`config.mk`:
```
export PLATFORM = sky130hd
export DESIGN_NAME = uart_rx
export DESIGN_NICKNAME = d
export VERILOG_FILES = /design/src/rtl/uart_pkg.sv /design/src/rtl/rx_data_sampler.sv /design/src/rtl/uart_rx.sv
export SDC_FILE = /design/constraint.sdc
export NUM_CORES = 1
export LEC_CHECK = 0
export CAP_MARGIN = 20
export CELL_PAD_IN_SITES_DETAIL_PLACEMENT = 1
export CELL_PAD_IN_SITES_GLOBAL_PLACEMENT = 1
export CORE_ASPECT_RATIO = 1.25
export CORE_MARGIN = 4
export CORE_UTILIZATION = 43
export CTS_CLUSTER_SIZE = 30
export DETAILED_ROUTE_END_ITERATION = 12
export PLACE_DENSITY = 0.9
export SETUP_SLACK_MARGIN = 0.2
export SKIP_LAST_GASP = 1
export SLEW_MARGIN = 5
export SYNTH_ARGS = -nofsm -noshare
export SYNTH_HDL_FRONTEND = slang
export SYNTH_SLANG_ARGS = --single-unit
```
`constraint.sdc`:
```
create_clock -name CLK -period 2.5 [get_ports CLK]
set_input_delay 0.625 -clock CLK [delete_from_list [all_inputs] [get_ports CLK]]
set_output_delay 0.625 -clock CLK [all_outputs]
set_load 0.02 [all_outputs]
```
`src/rtl/uart_pkg.sv`:
```
// Shared UART definitions: FSM state encoding, parity types, legal oversampling ratios.
// Latency: none (package only).
// Backpressure: none (package only).
package uart_pkg;

   typedef enum logic [2:0] {
      IDLE   = 3'd0,
      START  = 3'd1,
      DATA   = 3'd2,
      PARITY = 3'd3,
      STOP   = 3'd4
   } uart_state_t;

   localparam logic PAR_EVEN = 1'b0;
   localparam logic PAR_ODD  = 1'b1;

   localparam logic [5:0] PRESCALE_8  = 6'd8;
   localparam logic [5:0] PRESCALE_16 = 6'd16;
   localparam logic [5:0] PRESCALE_32 = 6'd32;

   // Hard ceiling on a bit period so an illegal ratio can never stall the FSM
   localparam logic [5:0] EDGE_CNT_MAX = 6'd31;

   function automatic logic majority3(input logic a, input logic b, input logic c);
      return (a & b) | (a & c) | (b & c);
   endfunction

endpackage

```
`src/rtl/rx_data_sampler.sv`:
```
// Captures RX three times around mid-bit and presents the majority vote.
// Latency: vote valid from edge_cnt = prescale/2+2 until the next capture window.
// Backpressure: none; free-running alongside the receiver edge counter.
module rx_data_sampler
   import uart_pkg::*;
(
   input  logic       clk,
   input  logic       rst,
   input  logic       rx_in,
   input  logic [5:0] edge_cnt,
   input  logic [5:0] prescale,
   output logic       sampled_bit
);

   logic [5:0] mid;
   logic [2:0] samples;

   assign mid = {1'b0, prescale[5:1]};

   // Grab the line one edge before, at, and one edge after the bit centre
   always_ff @(posedge clk) begin
      if (rst) begin
         samples <= 3'b000;
      end else begin
         if (edge_cnt == mid - 6'd1) samples[0] <= rx_in;
         if (edge_cnt == mid)        samples[1] <= rx_in;
         if (edge_cnt == mid + 6'd1) samples[2] <= rx_in;
      end
   end

   assign sampled_bit = majority3(samples[0], samples[1], samples[2]);

endmodule

```
`src/rtl/uart_rx.sv`:
```
// UART receiver: oversampled start/data/parity/stop framing with error pulses.
// Latency: Data_Valid/Par_Err/Stp_Err pulse one cycle after the last edge of the relevant bit.
// Backpressure: none; each result is a single-cycle pulse, P_DATA holds until the next good frame.
module uart_rx
   import uart_pkg::*;
#(
   parameter int DATA_WIDTH = 8
)
(
   input  logic                  CLK,
   input  logic                  RST,
   input  logic                  RX_IN,
   input  logic [5:0]            Prescale,
   input  logic                  PAR_EN,
   input  logic                  PAR_TYP,
   output logic [DATA_WIDTH-1:0] P_DATA,
   output logic                  Data_Valid,
   output logic                  Par_Err,
   output logic                  Stp_Err
);

   localparam int BCW = (DATA_WIDTH > 1) ? $clog2(DATA_WIDTH) : 1;
   localparam logic [BCW-1:0] LAST_BIT = BCW'(DATA_WIDTH - 1);

   uart_state_t           state;
   logic [5:0]            edge_cnt;
   logic [BCW-1:0]        bit_cnt;
   logic [DATA_WIDTH-1:0] shift_reg;
   logic [5:0]            prescale_q;
   logic                  par_en_q;
   logic                  par_typ_q;
   logic                  par_err_seen;
   logic                  sampled_bit;
   logic                  bit_end;
   logic                  exp_parity;

   rx_data_sampler u_sampler (
      .clk         (CLK),
      .rst         (RST),
      .rx_in       (RX_IN),
      .edge_cnt    (edge_cnt),
      .prescale    (prescale_q),
      .sampled_bit (sampled_bit)
   );

   // A bit ends at the programmed ratio, or at the hard ceiling for illegal ratios
   assign bit_end    = (edge_cnt == prescale_q - 6'd1) || (edge_cnt == EDGE_CNT_MAX);
   // Even: parity bit equals XOR of data; odd: its complement
   assign exp_parity = (^shift_reg) ^ par_typ_q;

   // Frame FSM with bit timing, shift register and registered result pulses
   always_ff @(posedge CLK) begin
      if (RST) begin
         state        <= IDLE;
         edge_cnt     <= 6'd0;
         bit_cnt      <= '0;
         shift_reg    <= '0;
         prescale_q   <= PRESCALE_8;
         par_en_q     <= 1'b0;
         par_typ_q    <= PAR_EVEN;
         par_err_seen <= 1'b0;
         P_DATA       <= '0;
         Data_Valid   <= 1'b0;
         Par_Err      <= 1'b0;
         Stp_Err      <= 1'b0;
      end else begin
         Data_Valid <= 1'b0;
         Par_Err    <= 1'b0;
         Stp_Err    <= 1'b0;
         edge_cnt   <= bit_end ? 6'd0 : edge_cnt + 6'd1;

         case (state)
            IDLE: begin
               // Configuration is only taken while idle, so it stays frozen for a frame
               edge_cnt     <= 6'd0;
               bit_cnt      <= '0;
               prescale_q   <= Prescale;
               par_en_q     <= PAR_EN;
               par_typ_q    <= PAR_TYP;
               par_err_seen <= 1'b0;
               if (!RX_IN) begin
                  // Detection cycle is edge 0 of the start bit
                  state    <= START;
                  edge_cnt <= 6'd1;
               end
            end
            START: begin
               if (bit_end) state <= sampled_bit ? IDLE : DATA;
            end
            DATA: begin
               if (bit_end) begin
                  shift_reg <= {sampled_bit, shift_reg[DATA_WIDTH-1:1]};
                  if (bit_cnt == LAST_BIT) begin
                     bit_cnt <= '0;
                     state   <= par_en_q ? PARITY : STOP;
                  end else begin
                     bit_cnt <= bit_cnt + BCW'(1);
                  end
               end
            end
            PARITY: begin
               if (bit_end) begin
                  if (sampled_bit != exp_parity) begin
                     Par_Err      <= 1'b1;
                     par_err_seen <= 1'b1;
                  end
                  state <= STOP;
               end
            end
            STOP: begin
               if (bit_end) begin
                  if (!sampled_bit) begin
                     Stp_Err <= 1'b1;
                  end else if (!par_err_seen) begin
                     P_DATA     <= shift_reg;
                     Data_Valid <= 1'b1;
                  end
                  state <= IDLE;
               end
            end
            default: begin
               state    <= IDLE;
               edge_cnt <= 6'd0;
            end
         endcase
      end
   end

endmodule
```
==> run metrics, run 1 <==
# Max-Cap Violations 0; critical path data arrival time 2.39 ns; Worst EP required 2.68 ns; clk_lat worst skew 0.30 ns; setup bufs post-CTS 0; DRC Markers 0; port bufs 21; Nets 293; Syn Inst Count 252; post-synth top area cell dfxtp_1; GRT met1 Usage 21.7%; DP Wirelength 4.19 mm; initial core utilization 44.7%; total grt overflow 0; Pleak 1.04 nW; Mapped Avg Cell Area 9.01 um^2; Final setup viols 0; Site Rows 29; CP Launch Type register; met3 usage 3.94%; Vias/cell 5.51; DIE HEIGHT 89.2 um; Yosys top cell area share 37.9%; area grow syn2layout 18.9%; Slew HR 64.2%; CTS tree yes; PwrDens 612 nW/um^2; Post-Syn Area 2270 um^2; first-pass GRT wire length 9.93 mm; RSZ-0062 raised after global routing yes; Netlist cell types 47; Mapped Nets 270; pin count of the biggest net entering global routing 28; Seq cells post-synth 43; Top FF cell, synth dfxtp_1; Final period util 88.5%; die area 6510 um^2; Hold-fix buffers, CTS 0; grt met2 use 37.0%; Post-Place Cell Area 2540 um^2; Boundary Pins 22; Final ANT Viol Nets 0; max-slew violations 0; Iter 0 DRT Violations 84; DRT Pass-1 Iters 5; Reg clk slew, reported paths 0.08 ns; most common cell after layout, fill and taps aside dfxtp_1; clock tree buffer depth 2; # H-tree levels 2; EDFF count, synth 0; final setup TNS 0 ns; critical path peak fanout 8; minimum clock period 2.21 ns; CTS Sinks 43; drt wl/cell 18.0 um; die width 73.0 um; worst hold path class reg2reg; Achievable Freq 452 MHz; Vias 1858; Hold Vio Cnt, Final 0; # diodes 0; status completed; Num CTS Buffers 5; root buf cell clkbuf_8; # placed instances 329; fillcell total 603; Synth area leaders dfxtp_1 (38%), mux2i_1 (8.4%), xnor2_1 (6.2%); drt total wl 6.06 mm; GRT Total Usage 20.0%; vias in the first global route 2034; Core Area 5080 um^2; fin cells 337; FF-to-FF setup slack 0.29 ns; Crit. End Element register; Slew @ Worst Pin 0.524 ns; crit path kind reg2reg; post-synthesis sequential area ratio 37.9%; gr busiest metal met2; Min-Delay Startpoint par_en_q; synth warn 0; minimum hold slack 0.490 ns; most frequent cells in the layout dfxtp_1 (43), nand2_1 (29), nor2_1 (29), clkdlybuf4s50_1 (21), mux2i_1 (19); initial antenna violation count 0; final non-filler cell area 2700 um^2; Peak VDD IR 0.391 mV; Post-synth ARST share 0%; RR Startpoint prescale_q[1]; placer congestion estimate 0.867; clk_skew 0.00353 ns; crit path from prescale_q[1]; share of post-route cells with drive strength above 1 12.0%
synth_stat cells (5+ instances only):
cell       n
dfxtp_1   43
nor2_1    30
nand2_1   29
mux2i_1   19
xnor2_1   16
xor2_1    15
a21oi_1   11
clkbuf_1   8
nor3_1     8
ha_1       7
nand2b_1   7
nand3_1    6
inv_1      5
logic make-up after synthesis:
| family | Yosys count | synth area share [%] |
|---|---|---|
| AOI/OAI and AO/OA | 35 | 12.5 |
| xor gates and xnor gates | 31 | 12.0 |
| adders and majority gates | 8 | 4.30 |
| buffers and inverters | 20 | 4.63 |
| DFF | 43 | 37.9 |
| muxes | 19 | 8.38 |
| and+or+nand+nor | 96 | 20.3 |
routing by layer:
layer | up-vias | part of all wire, %
li1 | 909 | -
met1 | 914 | 40
met2 | 27 | 56
met3 | 8 | 2.2
met4 | 0 | 1.5
met5 | - | 0
worst max-delay path, stage by stage, from the launching register on:
cell	delay, ns
dfxtp_1	0.32
inv_1	0.12
ha_2	0.23
a21boi_4	0.25
and3_2	0.24
o2111ai_4	0.20
a211oi_4	0.29
buf_6	0.19
mux2i_1	0.20
nor2_1	0.06
repair_timing:
item,4_1_cts,5_1_grt
endpoints found under the setup margin,5,24
gates resized for setup,2,9
pin swaps,0,3
per-stage QoR:
stage               total power (W)  worst slack (ns)  utilization [%]
floorplan                   0.00105             0.264                -
global placement            0.00114             0.342             50.0
detailed placement          0.00116             0.201             50.0
CTS                         0.00162             0.190             51.9
global route                0.00174             0.175             53.1
finish                      0.00165             0.288             53.1
cell type report:
class                           instances  area [um^2]  share of cell area [%]
Tap cell                               62         77.6                    2.88
Clock inverter                          1         5.00                   0.186
Clock buffer                            6         82.6                    3.06
Inverter                                5         18.8                   0.696
Timing Repair Buffer                   31          289                    10.7
Sequential cell                        43          861                    31.9
Multi-Input combinational cell        189         1360                    50.6
report_power, final:
group	leakage, nW	total, W	internal [W]	switching, W
Sequential	0.349	0.000759	0.000715	0.0000437
Combinational	0.640	0.000438	0.000186	0.000253
Clock	0.0470	0.000454	0.000217	0.000237
path summary, 6_finish.rpt:
kind          endpoint  cells past startpoint
max reg2reg  P_DATA[5]                      9
min reg2reg   par_en_q                      2
max          P_DATA[5]                      9
min           par_en_q                      2
Power figures use the tool's default switching activity.
==> run 2: changes to the inputs <==
--- a/config.mk
+++ b/config.mk
@@ -9,7 +9,6 @@
 export CELL_PAD_IN_SITES_DETAIL_PLACEMENT = 1
 export CELL_PAD_IN_SITES_GLOBAL_PLACEMENT = 1
 export CORE_ASPECT_RATIO = 1.25
-export CORE_MARGIN = 4
 export CORE_UTILIZATION = 43
 export CTS_CLUSTER_SIZE = 30
 export DETAILED_ROUTE_END_ITERATION = 12
@@ -20,3 +19,4 @@
 export SYNTH_ARGS = -nofsm -noshare
 export SYNTH_HDL_FRONTEND = slang
 export SYNTH_SLANG_ARGS = --single-unit
+export TNS_END_PERCENT = 1
==> run metrics, run 2 (synthesized netlist as in run 1, its figures left out) <==
status completed; Nets 291 (-0.68%); RR Startpoint prescale_q[0]; Final setup viols 0 (unchanged); # diodes 0 (unchanged); # placed instances 328 (-0.30%); Core Area 5080 um^2 (unchanged); DIE HEIGHT 83.2 um (-6.7%); PwrDens 671 nW/um^2 (+9.6%); minimum clock period 2.22 ns (+0.0121 ns); Hold Vio Cnt, Final 0 (unchanged); Iter 0 DRT Violations 69 (-18%); most common cell after layout, fill and taps aside dfxtp_1; pin count of the biggest net entering global routing 37 (+32%); sequential fraction of design power 41.7% (-4.3 points); final setup TNS 0 ns (unchanged); Slew HR 62.1% (-2.1 points); Overall Power 0.00183 W (+11%); clk_skew 0.00556 ns (+0.00203 ns); share of post-route cells with drive strength above 1 11.7% (-0.32 points); Worst EP required 2.69 ns (about the same); crit-path cells inv_1 > ha_1 > o21ba_1 > a221oi_2 > nor3_2 > a211oi_4 > buf_6 > mux2i_1 > nor2_1; area grow syn2layout 20.1%; Crit. End Element register; critical path data arrival time 2.41 ns (+0.02 ns); Final period util 88.9% (+0.48 points); Vias/cell 5.51 (about the same); Slew @ Worst Pin 0.567 ns (+0.0430 ns); DRT Pass-1 Iters 4 (-1); crit path kind reg2reg; DP Wirelength 4.11 mm (-2.0%); total grt overflow 0 (unchanged); worst stage delay on the critical path 0.39 ns (+0.07 ns); internal power 0.00129 W (+16%); max-slew violations 0 (unchanged); drt total wl 5.97 mm (-1.5%); critical path peak fanout 8 (unchanged); Clk pwr share 35.0% (+7.5 points); DRC Markers 0 (unchanged); initial antenna violation count 0 (unchanged); Reg clk slew, reported paths 0.08 ns (about the same); CP max stage cell dfxtp_2; Min-Delay Startpoint par_en_q; switching pwr 0.000535 W (+0.35%); # Max-Cap Violations 0 (unchanged); Hold-fix buffers, CTS 0 (unchanged); root buf cell clkbuf_8; drt wl/cell 17.8 um (-1.2%); Final ANT Viol Nets 0 (unchanged); cells on worst reg2reg path 9 (unchanged); fin cells 336 (-0.30%); minimum hold slack 0.489 ns (-0.000949 ns); Peak VDD IR 0.417 mV (+6.7%); Boundary Pins 22 (unchanged); final non-filler cell area 2730 um^2 (+1.0%); Achievable Freq 450 MHz (-0.54%); port bufs 21 (unchanged); CTS Sinks 43 (unchanged); vias in the first global route 2038 (+0.20%); end of the worst register-to-register path P_DATA[4]; hold depth 2 (unchanged); placer congestion estimate 0.837 (-3.5%); FF-to-FF setup slack 0.28 ns (about the same); Post-Place Cell Area 2540 um^2 (+0.20%); # H-tree levels 2 (unchanged); initial core utilization 44.7% (unchanged); Vias 1852 (-0.32%); crit path from prescale_q[0]; first-pass GRT wire length 9.51 mm (-4.2%); die area 5570 um^2 (-14%); Num CTS Buffers 5 (unchanged); clk_lat worst skew 0.29 ns (about the same); worst hold path class reg2reg; CP Launch Type register; clock tree buffer depth 2 (unchanged); Pleak 1.04 nW (+0.72%); GRT Total Usage 22.5% (+2.5 points); CTS tree yes; die width 67.0 um (-8.2%); Site Rows 29 (unchanged); WHS Endpoint par_en_q; switch share 29.3% (-3.0 points); most frequent cells in the layout dfxtp_1 (42), nand2_1 (29), nor2_1 (29), clkdlybuf4s50_1 (21), mux2i_1 (19); RSZ-0062 raised after global routing yes; combinational share of power 23.3% (-3.3 points)
## run 2: cell count changes in the layout (fill, tap and decap cells not counted), sizes merged
cell    change
clkinv      -1
bufinv      +2
clkbuf      -1
buf         -1
## run 2: worst max path at each step
| stage | to | slack [ns] |
|---|---|---|
| 3_3_place_gp | bit_cnt[1] | 0.35 |
| 2_1_floorplan | P_DATA[1] | 0.26 |
| 3_5_place_dp | state[1] | 0.15 |
| 6_report | P_DATA[4] | 0.28 |
| 5_1_grt | P_DATA[5] | 0.14 |
| 4_1_cts | bit_cnt[1] | 0.12 |
## run 2: routing by layer
metal	vias to the layer above	track usage [%]	share of wire, %
li1	898	-	-
met1	909	24.1	40
met2	30	41.9	55
met4	0	8.32	2.8
met3	15	3.85	2.5
met5	-	0	0
## run 2: power groups by stage
stage                     Combinational, W  Sequential (W)  Clock [W]
after detailed placement          0.000391        0.000775          0
after global placement            0.000368        0.000771          0
after global routing              0.000465        0.000767   0.000682
after floorplan                   0.000299        0.000753          0
after CTS                         0.000400        0.000760   0.000648
final                             0.000426        0.000762   0.000640
## run 2: per-stage QoR
step	setup slack, ns	util (%)
finish	0.276	53.6
global route	0.142	53.6
CTS	0.116	52.8
detailed placement	0.145	50.1
global placement	0.347	50.1
floorplan	0.264	-
## run 2: timing repair
item                                   4_1_cts  5_1_grt
endpoints found under the hold margin        0        0
buffers inserted                             0        0
resized for setup                            1       10
setup endpoints to repair                   12       28
## run 2: cell type report
| class | instances | area [um^2] |
|---|---|---|
| Fill cell | 601 | 2350 |
| Multi-Input combinational cell | 189 | 1350 |
| Sequential cell | 43 | 862 |
| Timing Repair Buffer | 29 | 287 |
| Tap cell | 62 | 77.6 |
| Clock buffer | 6 | 72.6 |
| Clock inverter | 2 | 60.1 |
| Inverter | 5 | 18.8 |
## run 2: critical path: cells and delay by family (launching register included)
kind	cells	cell delay [ns]
compound gates	3	0.80
fa+ha+maj	1	0.25
buf+inv	2	0.26
flops	1	0.39
mux	1	0.20
simple gates	2	0.21
==> run 3: changes to the inputs <==
--- a/config.mk
+++ b/config.mk
@@ -19,4 +19,4 @@
 export SYNTH_ARGS = -nofsm -noshare
 export SYNTH_HDL_FRONTEND = slang
 export SYNTH_SLANG_ARGS = --single-unit
-export TNS_END_PERCENT = 1
+export TNS_END_PERCENT = 5
==> constraint.sdc (replaced) <==
create_clock -name CLK -period 2.5 [get_ports CLK]
set_input_delay 0.625 -clock CLK [delete_from_list [all_inputs] [get_ports CLK]]
set_output_delay 0.625 -clock CLK [all_outputs]
set_load 0.005 [all_outputs]
==> results of run 3 <==
Same layout as run 2 (identical final DEF). Status: completed.
